**src/rtl/ps2_rx_if.sv**
```systemverilog
// PS/2 receiver port bundle: raw line inputs, received-byte outputs and FSM state for debug.
// rx_done/frame_err are single-cycle strobes with no back-pressure; a consumer must latch dout on rx_done.
interface ps2_rx_if;
    logic       PS2C;
    logic       PS2D;
    logic [7:0] dout;
    logic       rx_done;
    logic       frame_err;
    logic       busy;
    logic [1:0] state_dbg;

    modport master (
        output PS2C, PS2D,
        input  dout, rx_done, frame_err, busy, state_dbg
    );

    modport slave (
        input  PS2C, PS2D,
        output dout, rx_done, frame_err, busy, state_dbg
    );
endinterface

```
**src/rtl/ps2_rx.sv**
```systemverilog
// PS/2 device-to-host frame receiver: synchronises and filters PS2C, deserialises
// start/8 data/odd parity/stop frames and strobes one validated byte per frame.
module ps2_rx #(
    parameter int FILTER_LEN = 8,
    parameter int TIMEOUT    = 200000
) (
    input  logic     clk,
    input  logic     reset,
    ps2_rx_if.slave  bus
);
    localparam int TW = (TIMEOUT > 2) ? $clog2(TIMEOUT) : 1;
    // Abort fires on the cycle the counter would step onto TIMEOUT-1.
    localparam logic [TW-1:0] TO_LAST = TW'(TIMEOUT - 2);

    typedef enum logic [1:0] {IDLE = 2'd0, RECV = 2'd1, CHECK = 2'd2} state_t;

    logic                  r_c_s1, r_c_s2, r_d_s1, r_d_s2;
    logic [FILTER_LEN-1:0] r_filt;
    logic                  r_fclk;
    logic                  r_fall;

    state_t                r_state;
    logic [3:0]            r_bit_cnt;
    logic [TW-1:0]         r_to_cnt;
    logic [9:0]            r_shift;
    logic [7:0]            r_dout;
    logic                  r_rx_done;
    logic                  r_frame_err;
    logic                  r_busy;
    logic                  w_valid;

    always_ff @(posedge clk) begin
        if (reset) begin
            r_c_s1 <= 1'b1;
            r_c_s2 <= 1'b1;
            r_d_s1 <= 1'b1;
            r_d_s2 <= 1'b1;
            r_filt <= '1;
            r_fclk <= 1'b1;
            r_fall <= 1'b0;
        end else begin
            r_c_s1 <= bus.PS2C;
            r_c_s2 <= r_c_s1;
            r_d_s1 <= bus.PS2D;
            r_d_s2 <= r_d_s1;
            r_filt <= {r_filt[FILTER_LEN-2:0], r_c_s2};
            if (&r_filt)
                r_fclk <= 1'b1;
            else if (~|r_filt)
                r_fclk <= 1'b0;
            r_fall <= r_fclk && (~|r_filt);
        end
    end

    // Odd parity over data plus parity bit, and a high stop bit.
    assign w_valid = (^r_shift[8:0]) && r_shift[9];

    always_ff @(posedge clk) begin
        if (reset) begin
            r_state     <= IDLE;
            r_bit_cnt   <= 4'd0;
            r_to_cnt    <= '0;
            r_shift     <= 10'd0;
            r_dout      <= 8'h00;
            r_rx_done   <= 1'b0;
            r_frame_err <= 1'b0;
            r_busy      <= 1'b0;
        end else begin
            r_rx_done   <= 1'b0;
            r_frame_err <= 1'b0;
            case (r_state)
                IDLE: begin
                    if (r_fall && !r_d_s2) begin
                        r_state   <= RECV;
                        r_bit_cnt <= 4'd0;
                        r_to_cnt  <= '0;
                        r_busy    <= 1'b1;
                    end
                end
                RECV: begin
                    if (r_fall) begin
                        r_shift   <= {r_d_s2, r_shift[9:1]};
                        r_bit_cnt <= r_bit_cnt + 4'd1;
                        r_to_cnt  <= '0;
                        if (r_bit_cnt == 4'd9)
                            r_state <= CHECK;
                    end else if (r_to_cnt == TO_LAST) begin
                        r_state     <= IDLE;
                        r_busy      <= 1'b0;
                        r_frame_err <= 1'b1;
                    end else begin
                        r_to_cnt <= r_to_cnt + TW'(1);
                    end
                end
                CHECK: begin
                    r_state <= IDLE;
                    r_busy  <= 1'b0;
                    if (w_valid) begin
                        r_dout    <= r_shift[7:0];
                        r_rx_done <= 1'b1;
                    end else begin
                        r_frame_err <= 1'b1;
                    end
                end
                default: begin
                    r_state <= IDLE;
                    r_busy  <= 1'b0;
                end
            endcase
        end
    end

    assign bus.dout      = r_dout;
    assign bus.rx_done   = r_rx_done;
    assign bus.frame_err = r_frame_err;
    assign bus.busy      = r_busy;
    assign bus.state_dbg = r_state;
endmodule

```
**src/flat_wrapper.sv**
```systemverilog
// flat-port wrapper written by rule: the top's interface ports become plain ports
module ps2_rx_flat 
#(
    parameter int FILTER_LEN = 8,
    parameter int TIMEOUT    = 200000
)
  (clk, reset, bus_PS2C, bus_PS2D, bus_dout, bus_rx_done, bus_frame_err, bus_busy, bus_state_dbg);
  ps2_rx_if bus_i ();
  input  logic clk;
  input  logic reset;
  input wire logic [$bits(bus_i.PS2C)-1:0] bus_PS2C;
  input wire logic [$bits(bus_i.PS2D)-1:0] bus_PS2D;
  output wire logic [$bits(bus_i.dout)-1:0] bus_dout;
  output wire logic [$bits(bus_i.rx_done)-1:0] bus_rx_done;
  output wire logic [$bits(bus_i.frame_err)-1:0] bus_frame_err;
  output wire logic [$bits(bus_i.busy)-1:0] bus_busy;
  output wire logic [$bits(bus_i.state_dbg)-1:0] bus_state_dbg;
  assign bus_i.PS2C = bus_PS2C;
  assign bus_i.PS2D = bus_PS2D;
  assign bus_dout = bus_i.dout;
  assign bus_rx_done = bus_i.rx_done;
  assign bus_frame_err = bus_i.frame_err;
  assign bus_busy = bus_i.busy;
  assign bus_state_dbg = bus_i.state_dbg;
  ps2_rx #(.FILTER_LEN(FILTER_LEN), .TIMEOUT(TIMEOUT)) u_core (.clk(clk), .reset(reset), .bus(bus_i));
endmodule
```
**config.mk**
```make
export PLATFORM = sky130hd
export DESIGN_NAME = ps2_rx_flat
export DESIGN_NICKNAME = d
export VERILOG_FILES = /design/src/rtl/ps2_rx_if.sv /design/src/rtl/ps2_rx.sv /design/src/flat_wrapper.sv
export SDC_FILE = /design/constraint.sdc
export NUM_CORES = 1
export LEC_CHECK = 0
export BUFFER_PORTS_ARGS = -buffer_cell sky130_fd_sc_hd__buf_2
export CORE_MARGIN = 3
export CORE_UTILIZATION = 45
export DETAILED_ROUTE_END_ITERATION = 8
export GPL_ROUTABILITY_DRIVEN = 0
export REMOVE_ABC_BUFFERS = 1
export SYNTH_ARGS = -nofsm -noshare
export SYNTH_HDL_FRONTEND = slang
export SYNTH_SLANG_ARGS = --single-unit
```
**constraint.sdc**
```tcl
create_clock -name clk -period 2.1 [get_ports clk]
set_input_delay 0.21 -clock clk [delete_from_list [all_inputs] [get_ports clk]]
set_output_delay 0.21 -clock clk [all_outputs]
set_load 0.05 [all_outputs]
```
### After elaboration in Yosys (flattened, before gate mapping)

Index checks and enable logic that the tools add are counted.

| storage, ports and cells | value |
|---|---|
| register bits after elaboration | 59 |
| output and inout bits | 13 |
| word-level logic and storage cells | 68 |

| operators by class | value |
|---|---|
| add/subtract/negate cells | 2 |
| eq/ne operators | 11 |
| muxes and demuxes | 21 |
| bitwise gates (word level) | 1 |
| reductions and logical operators | 18 |

Operator list:

| kind | number |
|---|---|
| 2-to-1 mux 18 bit | 3 |
| one-hot mux 18 bit (2 select lines) | 1 |
| adder 18 x 1 -> 18 bit (second input constant) | 1 |
| == test 18 bit (second input constant) | 1 |
| AND reduction 3 bit | 4 |
| parity 9 bit | 1 |
| 2-to-1 mux 2 bit | 4 |
| 2-to-1 mux 4 bit | 2 |
| one-hot mux 4 bit (2 select lines) | 1 |
| AND reduction 8 bit | 1 |
| OR reduction 8 bit | 1 |
| 2-to-1 mux 1 bit | 7 |
| inequality test 2 x 1 -> 1 bit (second input constant) | 3 |
| adder 4 x 1 -> 4 bit (second input constant) | 1 |
| == test 4 bit (second input constant) | 1 |
| one-hot mux 1 bit (2 select lines) | 2 |
| one-hot mux 2 bit (2 select lines) | 1 |
| AND reduction 2 bit | 2 |
| OR reduction 2 bit | 2 |
| logical AND 1 bit | 3 |
| inequality test 3 x 1 -> 1 bit (second input constant) | 1 |
| inequality test 3 x 2 -> 1 bit (second input constant) | 1 |
| inequality test 3 bit (second input constant) | 1 |
| == test 2 x 1 -> 1 bit (second input constant) | 1 |
| 6 further kinds | 7 |

### Depth between registers and ports, before layout

| depth | value |
|---|---|
| word-level depth | 4 |
| depth in mapped cells | 9 |
| mapped depth without buffers | 7 |

### Worst setup path before layout

OpenSTA, ideal clock, no wires.

| timing | value |
|---|---|
| kind | register to register |
| from | reg u_core.r_state[0], in the netlist u_core.bus.state_dbg[0] |
| to | reg u_core.r_to_cnt[14] |
| library setup time | 0.074 ns |
| arrival | 2.227 ns |
| required time | 2.026 ns |
| path slack | -0.201 ns |
| stages on the path, launching flop included | 10 |
| buffers on the path | 2 |
| cells stage by stage | dfxtp_1 inv_1 ha_1 nor2b_1 a21oi_1 a31o_2 buf_2 buf_2 nand2_1 a31oi_1 |

| between the ends | value |
|---|---|
| word-level cells in the longest chain between the ends | 3 |

Ends and longest elaborated chain:

| element | RTL line | source |
|---|---|---|
| start, declared | ps2_rx.sv:22 | `state_t r_state;` |
| start signal, assigned | ps2_rx.sv:60 | `r_state <= IDLE;` |
| start signal, assigned | ps2_rx.sv:74 | `r_state <= RECV;` |
| start signal, assigned | ps2_rx.sv:86 | `r_state <= CHECK;` |
| == test 2 x 1 -> 1 bit or logical NOT 2 bit (tied branches) | ps2_rx.sv:71 | `case (r_state)` |
| inequality test 3 x 2 -> 1 bit (no source line) (tied with other cells) | - |  |
| AND reduction 3 bit (no source line) | - |  |
| end signal, assigned | ps2_rx.sv:92 | `r_to_cnt <= r_to_cnt + TW'(1);` |
| end, declared | ps2_rx.sv:24 | `logic [TW-1:0] r_to_cnt;` |

Parallel ways exist; a longest one is shown, timed or not.
A chain may end at the register's enable or synchronous reset.

### Final worst setup path

| timing | value |
|---|---|
| from | reg u_core.r_state[0], in the netlist u_core.bus.state_dbg[0] |
| to | reg u_core.r_to_cnt[12] |

The elaborated chain is that of the path after synthesis.

==> flow_summary.json <==
{
  "status": "completed",
  "placed_area_sq_um": 2890,
  "clkTransAtPathRegs_ps": 60,
  "grt_antenna_before_repair": 0,
  "cp-startpoint": "u_core.bus.state_dbg[0]",
  "cts_tree": "built",
  "p_int_mw": 1.74,
  "ys_dominant_reg_cell": "dfxtp_1",
  "dieArea_sq_um": 6860,
  "grt_max_degree": 31,
  "avgSynthCellArea_sq_um": 8.76,
  "r2r_cells": 7,
  "holdWs_ps": 51.3,
  "port_buffers": 16,
  "worstPathRequired_ps": 2360,
  "powerDensity_nw_per_um2": 716,
  "finClkSkew_ps": 9.45,
  "r2r_start": "u_core.bus.state_dbg[0]",
  "r2r_end": "u_core.r_to_cnt[12]",
  "path_delay_family": "simple AND/OR/NAND/NOR gates",
  "cts_buffer_depth": 2,
  "drt_wl_total_microns": 5440,
  "pre_cts_ws_ps": 48.4,
  "dp_hpwl_microns": 3710,
  "end_kind": "register",
  "register_area_sq_um": 1180,
  "pwr-share-seq_pct": 50.5,
  "ys_top_cells_by_count": "dfxtp_1, nand2_1, nor2_1, a21oi_1, or2_2",
  "area_growth_pct": 18.2,
  "drive_gt1_share_pct": 21.4,
  "antenna_cells": 0,
  "p_leak_nw": 1.25,
  "die_w_microns": 82.8,
  "synth_top_cell_by_area": "dfxtp_1",
  "final-setup-viol-count": 0,
  "cts.sinks": 59,
  "cp_slowest_cell": "or4_1",
  "grt_pass1_wl_microns": 8760,
  "p_clk_share_pct": 43.9,
  "yosys_warnings": 0,
  "die_h_microns": 82.8,
  "netlist_instances": 303,
  "fin_crit_sh_pct": 95.2,
  "insertion_delay_ps": 340,
  "slowest_delay_ps": 520,
  "crit_buf_inv": 1,
  "initial_core_util_pct": 47.3,
  "finalInstanceArea_sq_um": 3140,
  "cts_made_buffers": 9,
  "cp.arrival_ps": 2260,
  "rows": 27,
  "grt_overflow": 0,
  "cts_root_buf": "clkbuf_8",
  "hp-class": "in2reg",
  "slew_viol_final": 0,
  "wl_per_cell_microns": 13.3,
  "synth.cell_area_sq_um": 2650,
  "ys_types": 48,
  "route.detailed.drc": 0,
  "critPathLaunchType": "register",
  "num_vias": 2183,
  "multi_input_area_sq_um": 1440,
  "grt_pass1_vias": 1902,
  "worstSetupEndpoint": "u_core.r_to_cnt[12]",
  "r2r_setup_slack_ps": 100,
  "period_needed_ps": 2000,
  "drtPass1Iterations": 4,
  "vias_per_cell": 5.34,
  "pwr-share-comb_pct": 5.6,
  "timing.final.ws_setup_ps": 102,
  "crit_cells": 7,
  "yosysMostFrequentCell": "dfxtp_1",
  "core-area_sq_um": 5610,
  "critPathMostFrequentCell": "a21oi_1",
  "drtAntennaViolNets": 0,
  "crit_fanout": 18,
  "async_reset_ff_share_pct": 0,
  "path_class": "reg2reg",
  "worst_pin_slew_ps": 439,
  "finish.utilization_pct": 56.0,
  "swShare_pct": 22.5,
  "nets": 345,
  "finalHoldViolations": 0,
  "ys_seq_area_share_pct": 44.5,
  "synth.area.top_cells": "dfxtp_1, nand2_1, a21oi_1",
  "crit_chain": "inv_1 > ha_1 > nor2b_2 > a21oi_1 > a31o_4 > or4_1 > a21oi_1",
  "ioPinCount": 17,
  "vdd_drop_max_v": 0.000426,
  "maxCapViolCount": 0,
  "yosysTopAreaCellShare_pct": 44.5,
  "ys_seq_elements": 59,
  "fillers": 522,
  "grt_usage_pct": 16.9,
  "fmax_ghz": 0.500,
  "cts_max_level": 3,
  "max_slew_margin_pct": 70.0,
  "first_iter_violations": 103,
  "synth_edf_count": 0,
  "switchingPower_mw": 0.506
}
[stage by stage]
| step | setup TNS (ps) | power (mW) | instances |
|---|---|---|---|
| after floorplan | -2410 | 1.22 | 291 |
| final | 0 | 2.25 | 409 |
| after global routing | -17.7 | 2.33 | 409 |
| after global placement | 0 | 1.28 | 393 |
| after detailed placement | 0 | 1.28 | 393 |
| after CTS | 0 | 2.26 | 407 |
[final cells by class]
type / count / area share [%]
Clock buffer: 11 / 4.51
Clock inverter: 3 / 1.28
Inverter: 10 / 1.20
Multi-Input combinational cell: 222 / 45.7
Sequential cell: 59 / 37.6
Tap cell: 72 / 2.87
Timing Repair Buffer: 32 / 6.78
[sequential cells by signal, summed over array words and instances, names as in the netlist]
| register | flops |
|---|---|
| u_core.r_to_cnt | 18 |
| u_core.r_shift | 10 |
| u_core.bus.dout | 8 |
| u_core.r_filt | 8 |
| u_core.r_bit_cnt | 4 |
| u_core.bus.state_dbg | 2 |
| u_core.bus.busy | 1 |
| u_core.bus.frame_err | 1 |
| u_core.bus.rx_done | 1 |
| u_core.r_c_s1 | 1 |
| u_core.r_c_s2 | 1 |
| u_core.r_d_s1 | 1 |
| u_core.r_d_s2 | 1 |
| u_core.r_fall | 1 |
| u_core.r_fclk | 1 |
[metal layers]
layer  share of wire [%]  vias up  routed length (microns)  track usage [%]
met2                  45       34                     2460             24.6
met5                   0        -                        0                0
li1                    -     1127                        -                -
met3                 4.1        8                      224             5.62
met1                  49     1014                     2680             22.7
met4                 1.4        0                       74             7.03
[cell families (layout without fill, tap and decap cells)]
group	after synthesis	count (layout)	synth area share (%)
xor+xnor	9	9	4.05
compound gates	56	56	12.8
fa+ha+maj	7	7	3.30
buf+inv	22	56	3.21
mux	11	11	4.62
flops	59	59	44.5
simple gates	139	139	27.5
[worst reg2reg max path, stage by stage, from the launching register on]
cell and delay (ps):
dfxtp_1 370, inv_1 100, ha_1 250, nor2b_2 160, a21oi_1 80, a31o_4 310, or4_1 520, a21oi_1 150
[cell usage in the layout, fill, tap and decap left out, drive strengths merged, types with 7 or more instances in the layout]
cell    Yosys  final
dfxtp      59     59
inv        10     10
mux2i      11     11
clkbuf     10     11
o21ai      11     11
a21oi      24     24
nand2      42     42
ha          7      7
nand3      13     13
buf         2     32
nor2       25     25
or2        13     13
[power by group through the flow]
| stage | Combinational (mW) | Sequential (mW) | Clock, mW |
|---|---|---|---|
| 2_1_floorplan | 0.0546 | 1.17 | 0 |
| 3_3_place_gp | 0.121 | 1.16 | 0 |
| 3_5_place_dp | 0.120 | 1.16 | 0 |
| 4_1_cts | 0.121 | 1.13 | 1.01 |
| 5_1_grt | 0.142 | 1.13 | 1.05 |
| 6_report | 0.127 | 1.13 | 0.986 |
[timing repair]
| action | 4_1_cts | 5_1_grt |
|---|---|---|
| gates resized for setup | 0 | 9 |
| setup buffers | 0 | 2 |
| hold buffers | 0 | 0 |
| setup endpoints to repair | 0 | 12 |
[worst min path at each step]
stage	startpoint	to	slack [ps]	depth (start not counted)
after global routing	bus_PS2D	u_core.r_d_s1	40	2
final	bus_PS2D	u_core.r_d_s1	50	2
after floorplan	reset	u_core.r_bit_cnt[2]	280	1
after global placement	bus_PS2D	u_core.r_d_s1	400	2
after CTS	bus_PS2D	u_core.r_d_s1	40	2
after detailed placement	bus_PS2D	u_core.r_d_s1	400	2
Note: power is estimated with default switching activity, not from simulation.
